### src/rtl/uart_rx.sv
// uart_rx: UART receive core; deserialises rxd into 8/9-bit words and writes them to the RX FIFO.
// Latency: rf_write in the cycle after the last stop-bit sample (one cycle later with majority voting).
// Backpressure: none on the line; rf_full at delivery drops the word and sets the sticky error flag.
// Optional feature: define UART_RX_MAJORITY_EN for 2-of-3 majority voting around each bit centre.
module uart_rx #(
    parameter int SYNC_STAGES = 2  // must be >= 2
) (
    input  logic        clk,
    input  logic        rst_n,
    input  logic        clr_n,
    input  logic [23:0] ckdiv,
    input  logic        data9b,
    input  logic        stop2b,
    input  logic [7:0]  totime,
    input  logic        rxd,
    output logic        rf_write,
    output logic [8:0]  rf_wbyte,
    input  logic        rf_full,
    output logic        error,
    output logic        timeout
);

    typedef enum logic [2:0] {
        IDLE    = 3'd0,
        START   = 3'd1,
        DATA    = 3'd2,
        STOP1   = 3'd3,
        STOP2   = 3'd4,
        DELIVER = 3'd5
    } state_t;

    state_t state_q, state_d;

    logic [SYNC_STAGES-1:0] sync_q, sync_d;
    logic                   rxd_s;
    logic                   prev_q, prev_d;

    logic [23:0] cnt_q, cnt_d;
    logic [23:0] ckdiv_l_q, ckdiv_l_d;
    logic        data9b_l_q, data9b_l_d;
    logic        stop2b_l_q, stop2b_l_d;
    logic [3:0]  bitn_q, bitn_d;
    logic [8:0]  shreg_q, shreg_d;
    logic [8:0]  wbyte_q, wbyte_d;
    logic        error_q, error_d;
    logic        timeout_q, timeout_d;
    logic        armed_q, armed_d;
    logic [23:0] tcnt_q, tcnt_d;
    logic [7:0]  tbits_q, tbits_d;

    logic [23:0] half;
    logic [23:0] start_last;
    logic [23:0] bit_last;
    logic [3:0]  bits_last;
    logic [7:0]  tbits_inc;
    logic [8:0]  word;
    logic        bit_val;
    logic        bit_tick;
    logic        start_det;

    // Synchroniser shift: rxd enters at bit 0, rxd_s leaves from the top stage
    always_comb begin
        sync_d = {sync_q[SYNC_STAGES-2:0], rxd};
    end

    assign rxd_s = sync_q[SYNC_STAGES-1];

`ifdef UART_RX_MAJORITY_EN
    // Two previous rxd_s samples give centre-1 and centre when deciding at centre+1
    logic [1:0] hist_q, hist_d;

    // Sample history for the majority vote
    always_comb begin
        hist_d = {hist_q[0], rxd_s};
    end

    // History register; idles high like the line
    always_ff @(posedge clk or negedge rst_n) begin
        if (!rst_n) begin
            hist_q <= 2'b11;
        end else begin
            hist_q <= hist_d;
        end
    end

    assign bit_val    = (hist_q[1] & hist_q[0]) | (hist_q[1] & rxd_s) | (hist_q[0] & rxd_s);
    // Start decision one cycle after the centre so later bits stay on the same spacing
    assign start_last = half;
`else
    assign bit_val    = rxd_s;
    assign start_last = half - 24'd1;
`endif

    assign half      = {1'b0, ckdiv_l_q[23:1]};
    assign bit_last  = ckdiv_l_q - 24'd1;
    assign bits_last = data9b_l_q ? 4'd8 : 4'd7;
    assign bit_tick  = (state_q == START) ? (cnt_q == start_last) : (cnt_q == bit_last);
    // Falling edge after a high cycle; a held-low line (break) never re-triggers
    assign start_det = (state_q == IDLE) && prev_q && !rxd_s;
    assign tbits_inc = tbits_q + 8'd1;
    // In 8-bit mode the word was shifted in one position short of the top
    assign word      = data9b_l_q ? shreg_q : {1'b0, shreg_q[8:1]};

    // Frame FSM, word assembly, delivery, error flag and idle timeout
    always_comb begin
        state_d    = state_q;
        prev_d     = rxd_s;
        cnt_d      = cnt_q;
        ckdiv_l_d  = ckdiv_l_q;
        data9b_l_d = data9b_l_q;
        stop2b_l_d = stop2b_l_q;
        bitn_d     = bitn_q;
        shreg_d    = shreg_q;
        wbyte_d    = wbyte_q;
        error_d    = error_q;
        timeout_d  = 1'b0;
        armed_d    = armed_q;
        tcnt_d     = tcnt_q;
        tbits_d    = tbits_q;
        rf_write   = 1'b0;
        rf_wbyte   = wbyte_q;

        case (state_q)
            IDLE: begin
                if (start_det) begin
                    // Frame configuration is frozen here for the whole frame
                    ckdiv_l_d  = ckdiv;
                    data9b_l_d = data9b;
                    stop2b_l_d = stop2b;
                    cnt_d      = 24'd0;
                    bitn_d     = 4'd0;
                    shreg_d    = 9'd0;
                    tcnt_d     = 24'd0;
                    tbits_d    = 8'd0;
                    state_d    = START;
                end
            end
            START: begin
                if (bit_tick) begin
                    cnt_d   = 24'd0;
                    // A high start sample is a glitch, not a frame
                    state_d = bit_val ? IDLE : DATA;
                end else begin
                    cnt_d = cnt_q + 24'd1;
                end
            end
            DATA: begin
                if (bit_tick) begin
                    cnt_d   = 24'd0;
                    shreg_d = {bit_val, shreg_q[8:1]};
                    if (bitn_q == bits_last) begin
                        bitn_d  = 4'd0;
                        state_d = STOP1;
                    end else begin
                        bitn_d = bitn_q + 4'd1;
                    end
                end else begin
                    cnt_d = cnt_q + 24'd1;
                end
            end
            STOP1: begin
                if (bit_tick) begin
                    cnt_d = 24'd0;
                    if (!bit_val) begin
                        error_d = 1'b1;
                        state_d = IDLE;
                    end else begin
                        state_d = stop2b_l_q ? STOP2 : DELIVER;
                    end
                end else begin
                    cnt_d = cnt_q + 24'd1;
                end
            end
            STOP2: begin
                if (bit_tick) begin
                    cnt_d = 24'd0;
                    if (!bit_val) begin
                        error_d = 1'b1;
                        state_d = IDLE;
                    end else begin
                        state_d = DELIVER;
                    end
                end else begin
                    cnt_d = cnt_q + 24'd1;
                end
            end
            DELIVER: begin
                if (!rf_full) begin
                    rf_write = 1'b1;
                    rf_wbyte = word;
                    wbyte_d  = word;
                end else begin
                    error_d = 1'b1;
                end
                // This cycle counts as the first of the first idle bit period
                armed_d = 1'b1;
                tcnt_d  = 24'd1;
                tbits_d = 8'd0;
                state_d = IDLE;
            end
            default: begin
                state_d = IDLE;
            end
        endcase

        // Idle bit-period counter for the receive timeout
        if ((state_q == IDLE) && armed_q && !start_det && (totime != 8'd0)) begin
            if (tcnt_q >= bit_last) begin
                tcnt_d  = 24'd0;
                tbits_d = tbits_inc;
                if (tbits_inc >= totime) begin
                    timeout_d = 1'b1;
                    armed_d   = 1'b0;
                end
            end else begin
                tcnt_d = tcnt_q + 24'd1;
            end
        end

        // Soft clear holds the receiver idle; the synchroniser keeps running
        if (!clr_n) begin
            state_d    = IDLE;
            prev_d     = 1'b0;
            cnt_d      = 24'd0;
            ckdiv_l_d  = 24'd0;
            data9b_l_d = 1'b0;
            stop2b_l_d = 1'b0;
            bitn_d     = 4'd0;
            shreg_d    = 9'd0;
            wbyte_d    = 9'd0;
            error_d    = 1'b0;
            timeout_d  = 1'b0;
            armed_d    = 1'b0;
            tcnt_d     = 24'd0;
            tbits_d    = 8'd0;
            rf_write   = 1'b0;
            rf_wbyte   = wbyte_q;
        end
    end

    // State and datapath registers
    always_ff @(posedge clk or negedge rst_n) begin
        if (!rst_n) begin
            state_q    <= IDLE;
            sync_q     <= '1;
            prev_q     <= 1'b0;
            cnt_q      <= 24'd0;
            ckdiv_l_q  <= 24'd0;
            data9b_l_q <= 1'b0;
            stop2b_l_q <= 1'b0;
            bitn_q     <= 4'd0;
            shreg_q    <= 9'd0;
            wbyte_q    <= 9'd0;
            error_q    <= 1'b0;
            timeout_q  <= 1'b0;
            armed_q    <= 1'b0;
            tcnt_q     <= 24'd0;
            tbits_q    <= 8'd0;
        end else begin
            state_q    <= state_d;
            sync_q     <= sync_d;
            prev_q     <= prev_d;
            cnt_q      <= cnt_d;
            ckdiv_l_q  <= ckdiv_l_d;
            data9b_l_q <= data9b_l_d;
            stop2b_l_q <= stop2b_l_d;
            bitn_q     <= bitn_d;
            shreg_q    <= shreg_d;
            wbyte_q    <= wbyte_d;
            error_q    <= error_d;
            timeout_q  <= timeout_d;
            armed_q    <= armed_d;
            tcnt_q     <= tcnt_d;
            tbits_q    <= tbits_d;
        end
    end

    assign error   = error_q;
    assign timeout = timeout_q;

endmodule

### config.mk
export PLATFORM = sky130hd
export DESIGN_NAME = uart_rx
export DESIGN_NICKNAME = d
export VERILOG_FILES = /design/src/rtl/uart_rx.sv
export SDC_FILE = /design/constraint.sdc
export NUM_CORES = 1
export LEC_CHECK = 0
export BUFFER_PORTS_ARGS = -buffer_cell sky130_fd_sc_hd__buf_2
export CELL_PAD_IN_SITES_DETAIL_PLACEMENT = 0
export CELL_PAD_IN_SITES_GLOBAL_PLACEMENT = 2
export CORE_ASPECT_RATIO = 1.75
export CORE_MARGIN = 3
export CORE_UTILIZATION = 42
export CTS_BUF_LIST = sky130_fd_sc_hd__clkbuf_8
export DETAILED_ROUTE_END_ITERATION = 7
export MAX_ROUTING_LAYER = met4
export PLACE_DENSITY = 0.92
export SETUP_SLACK_MARGIN = 0.05
export SLEW_MARGIN = 5
export SYNTH_ARGS = -nofsm -noshare
export SYNTH_HDL_FRONTEND = slang
export SYNTH_SLANG_ARGS = --single-unit
### constraint.sdc
create_clock -name clk -period 12.3 [get_ports clk]
set_clock_uncertainty 0.05 [all_clocks]
set_input_delay 1.845 -clock clk [delete_from_list [all_inputs] [get_ports clk]]
set_output_delay 1.845 -clock clk [all_outputs]
set_load 0.02 [all_outputs]
-- Word-level counts from Yosys, hierarchy flattened
Cells that the tools add are included.
- order comparisons: 2
- mux-type cells: 68
- add/sub/neg operators: 6
- reduce and logical (&&, ||, !) cells: 17
- equal/unequal tests: 24
- operator list (cell ; number):
    24-bit two-way mux ; 9
    24-bit one-hot mux with 2 select lines ; 2
    9-bit two-way mux ; 8
    24-bit by 1-bit adder with 24-bit output (second input constant) ; 2
    24-bit == test ; 2
    8-bit two-way mux ; 4
    3-bit two-way mux ; 9
    1-bit two-way mux ; 25
    24-bit greater-or-equal comparator ; 1
    3-bit inequality test (second input constant) ; 8
    23-bit by 1-bit subtractor with 24-bit output (second input constant) ; 1
    24-bit by 1-bit subtractor with 24-bit output (second input constant) ; 1
    4-bit two-way mux ; 5
    9-bit one-hot mux with 2 select lines ; 1
    8-bit one-hot mux with 2 select lines ; 1
    3-bit one-hot mux with 5 select lines ; 1
    3-bit by 2-bit inequality test with 1-bit output (second input constant) ; 3
    8-bit by 1-bit adder with 8-bit output (second input constant) ; 1
    8-bit greater-or-equal comparator ; 1
    4-bit one-hot mux with 2 select lines ; 1
    8-bit nonzero test ; 1
    3-bit by 2-bit == test with 1-bit output (second input constant) ; 2
    3-bit == test (second input constant) ; 2
    2-bit AND reduction ; 3
    17 further kinds ; 23
- register bits after elaboration: 113
- output and inout bits: 12

-- Logic depth before layout (Yosys ltp)
Gate-level depths: netlist of the first run.
- depth in word-level cells: 8
- mapped depth: 19

-- Worst setup path after synthesis of the first run
No wires, ideal clock.
- kind: input -> output
- start: in clr_n
- end: out rf_wbyte[8]
- buffers on the path: 2
- data arrival time: 3693 ps
- required time: 10405 ps
- setup slack: 6712 ps
- stages on the path: 5
- cells stage by stage: clkbuf_1 > clkinv_1 > nor3_1 > clkbuf_1 > o21ai_0
- longest elaborated chain between the ends: 1
- RTL lines (element ; line ; source):
    start, declared ; 10 ; input logic clr_n,
    9-bit two-way mux ; 221 ; if (!clr_n) begin
    end, declared ; 17 ; output logic [8:0] rf_wbyte,
Every way passes these cells.

-- Final worst setup path of the first run
Ends and elaborated chain as after synthesis.

==> metrics.md, run 1 <==
| Metric | Value |
|---|---|
| Status | `finished, final reports clean` |
| Sink Count | `~110` |
| Slew HR | `0.2631` |
| RSZ-0062 raised after global routing | `no` |
| Starting Density | `0.4313` |
| Slowest stage delay, CP | `0.83 ns` |
| CTS Buf Count | `17` |
| Final Hold Fails | `0` |
| CTS tree | `built` |
| Cells after Synth | `986` |
| Layout Area Growth over Synthesis | `8.523%` |
| Largest net degree at the start of global routing | `73` |
| Seq/Total Area, Yosys | `0.3388` |
| Post-detailed-route wirelength per cell | `18.65 µm` |
| Nets | `~1100` |
| Slew Limit Fails | `0` |
| CP startpoint kind | `input pin` |
| Synth Register Bits | `113` |
| Avg Synthesized Cell Area | `8.472 µm²` |
| Drt first pass iters | `5` |
| Crit path capture type | `primary output` |
| # port buffers | `50` |
| Worst path cell trace | `buf_2, buf_4, clkinv_1, buf_4, nor3_2, nand3_1, o21ai_0, buf_2` |
| Yosys warning count | `0` |
| Pre-CTS setup slack | `6.485 ns` |
| Leak pwr | `0.004067 µW` |
| Max-cap violations | `0` |
| I/O Pins | `51` |
| Post-Syn Nets | `1063` |
| Post-synth top flop | `dfrtp_1` |
| Grt ovf | `0` |
| RD Place Congestion | `about 0.89` |
| Tcrit/Tclk final | `0.4695` |
| Final wirelength | `23.29 mm` |
| Die Height | `192.6 µm` |
| N_diodes | `0` |
| Reg clk slew, reported paths | `0.07 ns` |
| Ys async rst share | `1.000` |
| Initial DRC Count | `408` |
| DRC violations left | `0` |
| Fin crit period | `5.775 ns` |
| Initial antenna violation count | `0` |
| EDFF count, synth | `0` |
| Clock latency on the worst-skew pair | `0.46 ns` |
| CTS Root Cell | `clkbuf_8` |
| Crit path max fanout | `43` |
| Slowest CP cell | `nor3_2` |
| First-pass GRT wire length | `37.87 mm` |
| Via count | `7264` |
| Cts hold-fix bufs | `0` |
| Share of cells above drive strength 1 | `0.1200` |
| Vias in the first global route | `between 7000 and 8000` |
| Die Area | `0.02168 mm²` |
| Most frequent cells in the layout | `dfrtp_1, nand2_1, nor2_1, a21oi_1, xnor2_1` |
| CTS Buffer Depth | `2` |
| Commonest non-fill, non-tap cell in the layout | `dfrtp_1` |
| H-Tree Depth | `4` |
| Rows | `67` |
| Gr usage total | `0.2272` |
| Setup-failing EPs final | `0` |
| Die X-Extent | `approximately 110 µm` |
| # Post-CTS Setup Buffers | `0` |
| Worst setup path category | `in -> out` |
| Crit path DAT | `3.88 ns` |
| Fin worst setup slack | `6.525 ns` |
| Worst vdd ir | `0.00009805 V` |
| Fmax | `about 0.17 GHz` |
| Slew @ Worst Pin | `1.105 ns` |
| Post-Syn Area | `0.008353 mm²` |
| WP buf/inv | `5` |
| Core area | `0.01936 mm²` |
| Post-DRT Antenna Nets | `0` |
| Largest delay share family, worst path | `buffers and inverters` |
| Critical Path RT | `between 10 and 15 ns` |
| Reg-to-reg setup timing slack | `7.15 ns` |
| PwrDens | `128.9 mW/mm²` |
| Post-CTS Resized | `0` |
| Setup TNS | `0 ns` |
| Worst min path class | `reg -> reg` |
| Synth cell types | `77` |
| DP HPWL | `~18 mm` |
| Via-to-Cell Ratio | `slightly below 6` |
## state kept, by name (all words and copies together) (netlist names)
| name | count |
|---|---|
| bitn_q | 4 |
| data9b_l_q | 1 |
| ckdiv_l_q | 24 |
| tbits_q | 8 |
| timeout | 1 |
| cnt_q | 24 |
| sync_q | 2 |
| armed_q | 1 |
| prev_q | 1 |
| state_q | 3 |
| shreg_q | 9 |
| tcnt_q | 24 |
| error | 1 |
| wbyte_q | 9 |
| stop2b_l_q | 1 |
## cell families (layout without fill, tap and decap cells)
logic type / Yosys count / in the layout / share of synthesized area
adders and majority gates: 38 / 38 / 0.05692
AOI/OAI and AO/OA: 209 / 209 / 0.1693
and+or+nand+nor: 418 / 418 / 0.2663
muxes: 29 / 29 / 0.03475
xor gates and xnor gates: 81 / 81 / 0.08493
buffers and inverters: 98 / 120 / 0.04898
DFF: 113 / 113 / 0.3388
## routing by layer
metal / global-route usage / share of wire
met2: 0.4053 / 0.54
met3: 0.03389 / 0.032
met1: 0.2452 / 0.39
met5: - / 0
met4: 0.1092 / 0.039
## area by class of cell
type / instances / area, µm²
fill: 1936 / 10300
clock buffer: 17 / 234.0
clock inverter: 15 / 143.9
tap: 241 / 301.5
multi-input combinational: 775 / 5134
sequential: 113 / 2830
timing repair buffer: 57 / 305.3
inverter: 31 / 116.4
## cells in the mapped netlist, drive strengths merged (16+ instances only)
cell type	count	area (µm²)
nand3	50	255.3
nor2	89	334.1
dfrtp	111	2778
mux2i	29	290.3
nor3	27	140.1
and3	23	143.9
a21oi	71	355.3
buf	26	137.6
inv	30	112.6
xor2	27	236.5
nand2	109	411.7
a21o	19	142.6
xnor2	54	473.0
o21ai	32	160.2
clkbuf	41	155.1
nor4	17	172.7
nand4	24	168.9
ha	38	475.5
a211oi	16	120.1
## power by group
group	internal [µW]	leakage (µW)	switching (µW)
clock network	178	0.000191	166
registers	380	0.00156	24.9
logic	161	0.00231	259
## final timing paths
check / start / end / cells past startpoint
min in group asynchronous: rst_n / tcnt_q[5] / 1
worst max-delay path: clr_n / rf_wbyte[8] / 8
worst min register to register: sync_q[0] / sync_q[1] / 0
max in group asynchronous: rst_n / cnt_q[12] / 2
worst max register to register: ckdiv_l_q[1] / tcnt_q[7] / 17
worst min-delay path: sync_q[0] / sync_q[1] / 0
## stage by stage
step | instances | util | area, µm² | total power [µW] | hold slack (ns)
finish | 1249 | 0.4681 | 9065 | 1169 | 0.3076
global route | 1249 | 0.4681 | 9065 | 1242 | 0.3113
CTS | 1249 | 0.4681 | 9065 | 1180 | 0.3100
detailed placement | 1217 | 0.4486 | 8687 | 829.3 | 0.2991
global placement | 1217 | 0.4486 | 8687 | 827.7 | 0.2972
floorplan | 986 | - | 8353 | 717.0 | 0.2952
Power figures use the tool's default switching activity.
==> run 2, diff against run 1 <==
ABC_AREA = 1   (was default)
CORE_UTILIZATION = 32   (was 42)
PLACE_DENSITY = 0.83   (was 0.92)
clock period = 4.65 ns   (was 12.3 ns; I/O delays follow)
==> metrics.md, run 2 <==
| Metric | Value |
|---|---|
| Most frequent cells in the layout | `nand2_1, nand3_1, nor2_1, inv_1, dfrtp_1` |
| Final wirelength | `28.72 mm (+23%)` |
| Simple-gate share of the synthesized area | `0.3957 (+0.1294)` |
| Slew @ Worst Pin | `0.8193 ns (-0.2861 ns)` |
| Main combinational cell family by area after synthesis | `simple AND/OR/NAND/NOR gates` |
| Fill count | `2988 (+54%)` |
| Slowest CP cell | `dfrtp_1` |
| Compound-Gate Fraction of Synth Area | `0.09092 (-0.07834)` |
| Reg-to-reg startpoint | `ckdiv_l_q[1]` |
| Avg Synthesized Cell Area | `6.613 µm² (-22%)` |
| Worst r2r path cells | `20 (+3)` |
| CTS tree | `built` |
| Slew HR | `0.4532 (+0.1902)` |
| Die Area | `0.02918 mm² (+35%)` |
| Most frequent CP cell | `nand2_1` |
| Via count | `8592 (+18%)` |
| Die X-Extent | `130.4 µm (+16%)` |
| Met2 Resource Use GR | `0.3935 (-0.01172)` |
| Cells after Synth | `1311 (+33%)` |
| Synth Area in Adders | `0.05484 (-0.002078)` |
| Share of cells above drive strength 1 | `0.09795 (-0.02209)` |
| Post-Syn Nets | `1388 (+31%)` |
| Core area | `0.02669 mm² (+38%)` |
| PwrDens | `420.8 mW/mm² (+230%)` |
| CTS Buf Count | `17 (unchanged)` |
| Vias in the first global route | `8720 (+22%)` |
| CTS Buffer Depth | `2 (unchanged)` |
| Post-Syn Area | `0.008670 mm² (+3.8%)` |
| RSZ-0062 raised after global routing | `no` |
| CP startpoint kind | `register` |
| Fin worst setup slack | `0.5845 ns (-5.941 ns)` |
| Final core occ | `0.3606 (-0.1075)` |
| Post-CTS Resized | `0 (unchanged)` |
| Clock latency on the worst-skew pair | `0.49 ns (+0.03 ns)` |
| Max-cap violations | `0 (unchanged)` |
| EDFF count, synth | `0 (unchanged)` |
| Met3 usage | `0.03269 (-0.001199)` |
| RD Place Congestion | `0.9134 (+2.3%)` |
| Reg-to-Reg End | `tcnt_q[4]` |
| N_diodes | `0 (unchanged)` |
| Nets | `1433 (+34%)` |
| Cts hold-fix bufs | `0 (unchanged)` |
| Worst path cell trace | `inv_1, ha_1, nand2_1, nor2_2, nand2_1, nor2_1, nand3_1, and2_1, ha_1, nand4_1, nor3_1, nand3_1, and3_1, nand2_1, buf_4, nor2_1, inv_1, nand2_1, inv_2, nor2_1` |
| Slowest stage delay, CP | `0.40 ns (-0.43 ns)` |
| Busiest layer in global routing | `met2` |
| Fin crit period | `4.066 ns` |
| Setup TNS | `0 ns (unchanged)` |
| GR Util met1 | `0.2150 (-0.03024)` |
| Dpl cells | `1661 (+36%)` |
| Slew Limit Fails | `0 (unchanged)` |
| Status | `finished, final reports clean` |
| Post-Synth XOR/XNOR Area | `0.04950 (-0.03543)` |
| Mux share of post-synthesis cell area | `0 (-0.03475)` |
| Initial antenna violation count | `0 (unchanged)` |
| Sink Count | `113 (unchanged)` |
| Initial DRC Count | `445 (+9.1%)` |
| Setup-failing EPs final | `0 (unchanged)` |
| Post-DRT Antenna Nets | `0 (unchanged)` |
| CTS Root Cell | `clkbuf_8` |
| Worst min path class | `in -> async` |
| Synth cell types | `40 (-48%)` |
| Commonest non-fill, non-tap cell in the layout | `nand2_1` |
| # port buffers | `50 (unchanged)` |
| Crit path capture type | `register` |
| WP buf/inv | `4 (-1)` |
| Largest regs | `ckdiv_l_q: 24 flops, cnt_q: 24 flops, tcnt_q: 24 flops` |
| Cell taking the most area after synthesis | `dfrtp_1` |
| First-pass GRT wire length | `45.92 mm (+21%)` |
| Starting Density | `0.3248 (-0.1065)` |
| Crit path max fanout | `17 (-60%)` |
| Rows | `79 (+18%)` |
| Ranking of synthesized cells by area | `dfrtp_1, nand2_1, nand3_1` |
| Fin area | `0.009624 mm² (+6.2%)` |
| Leak pwr | `0.004837 µW (+19%)` |
| # Post-CTS Setup Buffers | `0 (unchanged)` |
| Reg clk slew, reported paths | `0.08 ns (about the same)` |
| Via-to-Cell Ratio | `5.078 (-13%)` |
| Non-Filler Instances | `1692 (+35%)` |
| Largest delay share family, worst path | `simple AND/OR/NAND/NOR gates` |
| Tcrit/Tclk final | `0.8743` |
| H-Tree Depth | `4 (unchanged)` |
| Final Hold Fails | `0 (unchanged)` |
| Post-DP Area | `0.009236 mm² (+6.3%)` |
| Gr usage total | `0.2112 (-0.01600)` |
| Reg-to-reg setup timing slack | `0.58 ns (-6.57 ns)` |
| Die Height | `223.7 µm (+16%)` |
| DP HPWL | `22.21 mm (+27%)` |
| Top post-synthesis cells by count | `nand2_1, nand3_1, nor2_1, inv_1, dfrtp_1` |
| Yosys warning count | `0 (unchanged)` |
| Largest net degree at the start of global routing | `45 (-38%)` |
| Share of the synthesized area in the top cell type | `0.3204 (-0.01214)` |
| Worst vdd ir | `0.0002090 V (+110%)` |
| Fmax | `0.2460 GHz` |
| Pre-CTS setup slack | `0.6154 ns (-5.869 ns)` |
| I/O Pins | `51 (unchanged)` |
| DRC violations left | `0 (unchanged)` |
| Synth Register Bits | `113 (unchanged)` |
| Post-synth top flop | `dfrtp_1` |
| Post-detailed-route wirelength per cell | `16.97 µm (-9.0%)` |
| Worst setup path category | `reg -> reg` |
| Layout Area Growth over Synthesis | `11.01%` |
| Seq/Total Area, Yosys | `0.3265 (-0.01237)` |
| Ys async rst share | `1.000 (unchanged)` |
| Crit path DAT | `4.38 ns (+0.50 ns)` |
| Most numerous cell in the Yosys netlist | `nand2_1` |
| Critical Path RT | `4.97 ns (-5.43 ns)` |
| Drt first pass iters | `6 (+1)` |
| Grt ovf | `0 (unchanged)` |
run 2: where the power goes:
| group | total [µW] | internal (µW) | switching [µW] |
|---|---|---|---|
| registers | 1090 | 1030 | 60.3 |
| clock network | 969 | 508 | 461 |
| logic | 2000 | 558 | 1440 |
| total | 4050 | 2090 | 1960 |
run 2: worst reg2reg max path, cell delays in order, from the launching register on:
cell and delay [ns]:
dfrtp_1 0.40, inv_1 0.18, ha_1 0.35, nand2_1 0.18, nor2_2 0.25, nand2_1 0.11, nor2_1 0.13, nand3_1 0.10
and2_1 0.18, ha_1 0.29, nand4_1 0.12, nor3_1 0.37, nand3_1 0.12, and3_1 0.18, nand2_1 0.05, buf_4 0.21
nor2_1 0.13, inv_1 0.13, nand2_1 0.08, inv_2 0.25, nor2_1 0.08
run 2: per-layer routing:
metal	part of all wire	routed length, µm	vias to the layer above
met3	0.025	730	46
li1	-	-	4354
met5	0	0	-
met2	0.56	16090	146
met1	0.38	10830	4046
met4	0.037	1067	0
run 2: how the worst max path moves through the flow:
stage / start / end / slack [ns] / cells past startpoint
6_report: ckdiv_l_q[1] / tcnt_q[4] / 0.58 / 20
5_1_grt: ckdiv_l_q[1] / tcnt_q[4] / 0.16 / 20
4_1_cts: ckdiv_l_q[1] / tcnt_q[4] / 0.60 / 20
3_5_place_dp: ckdiv_l_q[1] / tcnt_q[2] / 0.62 / 20
3_3_place_gp: ckdiv_l_q[1] / tcnt_q[19] / 0.78 / 20
2_1_floorplan: ckdiv_l_q[1] / tcnt_q[10] / 1.34 / 20
run 2: logic make-up after synthesis:
kind of cell             count (synthesis)
AO/OA/AOI/OAI                          146
XOR/XNOR                                49
buffers and inverters                  177
adder cells (fa/ha/maj)                 38
flip-flops                             113
AND/OR/NAND/NOR                        788
run 2: area by class of cell:
type	count	area, µm²	share of cell area
clock inverter	11	112.6	0.01170
tap	324	405.4	0.04212
timing repair buffer	62	342.8	0.03562
inverter	141	529.3	0.05499
multi-input combinational	1021	5129	0.5329
clock buffer	20	275.3	0.02860
sequential	113	2830	0.2941
run 2: stage by stage:
stage               hold slack (ns)  power (µW)
CTS                          0.1599        4100
global route                 0.2008        4396
floorplan                    0.2952        2528
detailed placement           0.2968        3110
finish                       0.1620        4050
global placement             0.2971        3105
==> run 3, diff against run 2 <==
ABC_AREA = 0   (was 1)
CORE_MARGIN = 4   (was 3)
CORE_UTILIZATION = 42   (was 32)
PLACE_DENSITY = 0.92   (was 0.83)
clock period = 4.83 ns   (was 4.65 ns; I/O delays follow)
==> metrics.md, run 3 (synthesis gave the netlist of run 1 again) <==
| Metric | Value |
|---|---|
| Sequential cell area | `0.002830 mm² (unchanged)` |
| CP startpoint kind | `register` |
| Fin area | `0.009285 mm² (-3.5%)` |
| Clock latency on the worst-skew pair | `0.48 ns (about the same)` |
| Worst path cell trace | `inv_1, ha_1, nor4b_1, buf_4, nand2_1, xor2_1, ha_1, a21o_1, a21o_1, a21o_1, a211oi_1, o21bai_1, a221oi_1, o21ai_0, a211oi_4, buf_12, and3_1, a221o_1` |
| CTS tree | `built` |
| Worst setup path category | `reg -> reg` |
| Layout Area Growth over Synthesis | `11.16%` |
| PwrDens | `335.1 mW/mm² (-20%)` |
| Gr usage total | `0.2324 (+0.02116)` |
| Setup TNS | `0 ns (unchanged)` |
| Area of the multi-input gates | `0.005147 mm² (+0.37%)` |
| Post-DRT Antenna Nets | `0 (unchanged)` |
| Die Area | `0.02230 mm² (-24%)` |
| Commonest non-fill, non-tap cell in the layout | `dfrtp_1` |
| Die Height | `194.6 µm (-13%)` |
| # port buffers | `50 (unchanged)` |
| Die X-Extent | `114.6 µm (-12%)` |
| Via count | `7358 (-14%)` |
| RSZ-0062 raised after global routing | `yes` |
| I/O Pins | `51 (unchanged)` |
| Final Hold Fails | `0 (unchanged)` |
| Slowest CP cell | `dfrtp_1` |
| Cts hold-fix bufs | `0 (unchanged)` |
| Worst min path class | `in -> async` |
| Worst vdd ir | `0.0002740 V (+31%)` |
| Final wirelength | `24.11 mm (-16%)` |
| Starting Density | `0.4250 (+0.1002)` |
| Fin crit period | `4.491 ns (+0.4251 ns)` |
| Post-DP Area | `0.008862 mm² (-4.1%)` |
| CTS Buffer Depth | `2 (unchanged)` |
| CTS Buf Count | `17 (unchanged)` |
| Post-detailed-route wirelength per cell | `18.94 µm (+12%)` |
| Reg clk slew, reported paths | `0.08 ns (about the same)` |
| Via-to-Cell Ratio | `5.780 (+14%)` |
| Slew HR | `0.2615 (-0.1917)` |
| Core area | `0.01965 mm² (-26%)` |
| Drt first pass iters | `5 (-1)` |
| Max-cap violations | `0 (unchanged)` |
| Sink Count | `113 (unchanged)` |
| Initial DRC Count | `438 (-1.6%)` |
| CTS Root Cell | `clkbuf_8` |
| Largest regs | `ckdiv_l_q: 24 flops, cnt_q: 24 flops, tcnt_q: 24 flops` |
| Most frequent cells in the layout | `dfrtp_1, nand2_1, nor2_1, a21oi_1, xnor2_1` |
| Most frequent CP cell | `a21o_1` |
| Fill count | `1983 (-34%)` |
| Vias in the first global route | `7218 (-17%)` |
| First-pass GRT wire length | `39.30 mm (-14%)` |
| Tcrit/Tclk final | `0.9297 (+0.05543)` |
| Slew @ Worst Pin | `1.102 ns (+0.2824 ns)` |
| Crit path max fanout | `45 (+28)` |
| Largest net degree at the start of global routing | `62 (+38%)` |
| DP HPWL | `18.58 mm (-16%)` |
| Nets | `1093 (-24%)` |
| Rows | `68 (-14%)` |
| Setup-failing EPs final | `0 (unchanged)` |
| Leak pwr | `0.004187 µW (-13%)` |
| DRC violations left | `0 (unchanged)` |
| H-Tree Depth | `4 (unchanged)` |
| Slowest stage delay, CP | `0.44 ns (+0.04 ns)` |
| Grt ovf | `0 (unchanged)` |
| Share of cells above drive strength 1 | `0.1420 (+0.04407)` |
| Initial antenna violation count | `0 (unchanged)` |
| Crit path DAT | `4.85 ns (+0.47 ns)` |
| Status | `finished, final reports clean` |
| Fmax | `0.2227 GHz (-9.5%)` |
| N_diodes | `0 (unchanged)` |
| Slew Limit Fails | `0 (unchanged)` |
| RD Place Congestion | `0.9444 (+3.4%)` |
| Crit path capture type | `register` |
| Critical Path RT | `5.19 ns (+0.22 ns)` |
[run 3: changes by cell type in the layout (fill, tap and decap cells not counted), sizes merged, moves of 29 or more]
cell   delta
inv     -108
nand3   -109
o21ai    -37
xnor2    +46
nand2   -283
nor2     -80
mux2i    +29
[run 3: final cells by class]
| class | instances | share of cell area |
|---|---|---|
| clock buffer | 18 | 0.02668 |
| clock inverter | 13 | 0.01738 |
| inverter | 31 | 0.01253 |
| multi-input combinational | 775 | 0.5544 |
| sequential | 113 | 0.3048 |
| tap | 245 | 0.03301 |
| timing repair buffer | 78 | 0.05121 |
[run 3: final timing paths]
path / from / end / slack (ns) / depth (start not counted)
max: ckdiv_l_q[1] / tcnt_q[5] / 0.34 / 18
min: rst_n / ckdiv_l_q[6] / 0.28 / 1
max reg2reg: ckdiv_l_q[1] / tcnt_q[5] / 0.34 / 18
min reg2reg: sync_q[0] / sync_q[1] / 0.31 / 0
max in group asynchronous: rst_n / cnt_q[18] / 3.56 / 2
min in group clk: rxd / sync_q[0] / 0.29 / 1
[run 3: routing by layer]
metal / routed length (µm) / vias to the layer above / global-route usage / share of wire
met2: 12510 / 165 / 0.3936 / 0.52
li1: - / 3605 / - / -
met3: 775 / 74 / 0.03925 / 0.032
met1: 9268 / 3514 / 0.2480 / 0.38
met4: 1553 / 0 / 0.1418 / 0.064
met5: 0 / - / - / 0
[run 3: metrics by stage]
step                setup slack, ns  total power, µW    util  hold WS (ns)  cells
finish                       0.3394             3112  0.4724        0.2791   1273
global route                0.01728             3293  0.4724        0.2726   1273
CTS                          0.2500             3132  0.4717        0.2664   1273
detailed placement           0.2630             2166  0.4509        0.3014   1242
global placement             0.3350             2164  0.4509        0.3004   1242
floorplan                    0.3176             1826       -        0.2952    986
[run 3: where the power goes]
| part | internal (µW) | switching (µW) | total, µW |
|---|---|---|---|
| logic | 443 | 693 | 1140 |
| registers | 968 | 53.8 | 1020 |
| clock network | 520 | 434 | 954 |
| total | 1930 | 1180 | 3110 |
[run 3: timing repair]
action,4_1_cts,5_1_grt
resized for setup,0,3
setup endpoints to repair,0,12
buffers inserted,0,0
[run 3: critical path, delay by kind of cell (launching register included)]
kind            cells  cell delay [ns]
buf+inv             3             0.61
simple gates        3             0.55
fa+ha+maj           2             0.64
flops               1             0.44
xor+xnor            1             0.16
compound gates      9             1.96
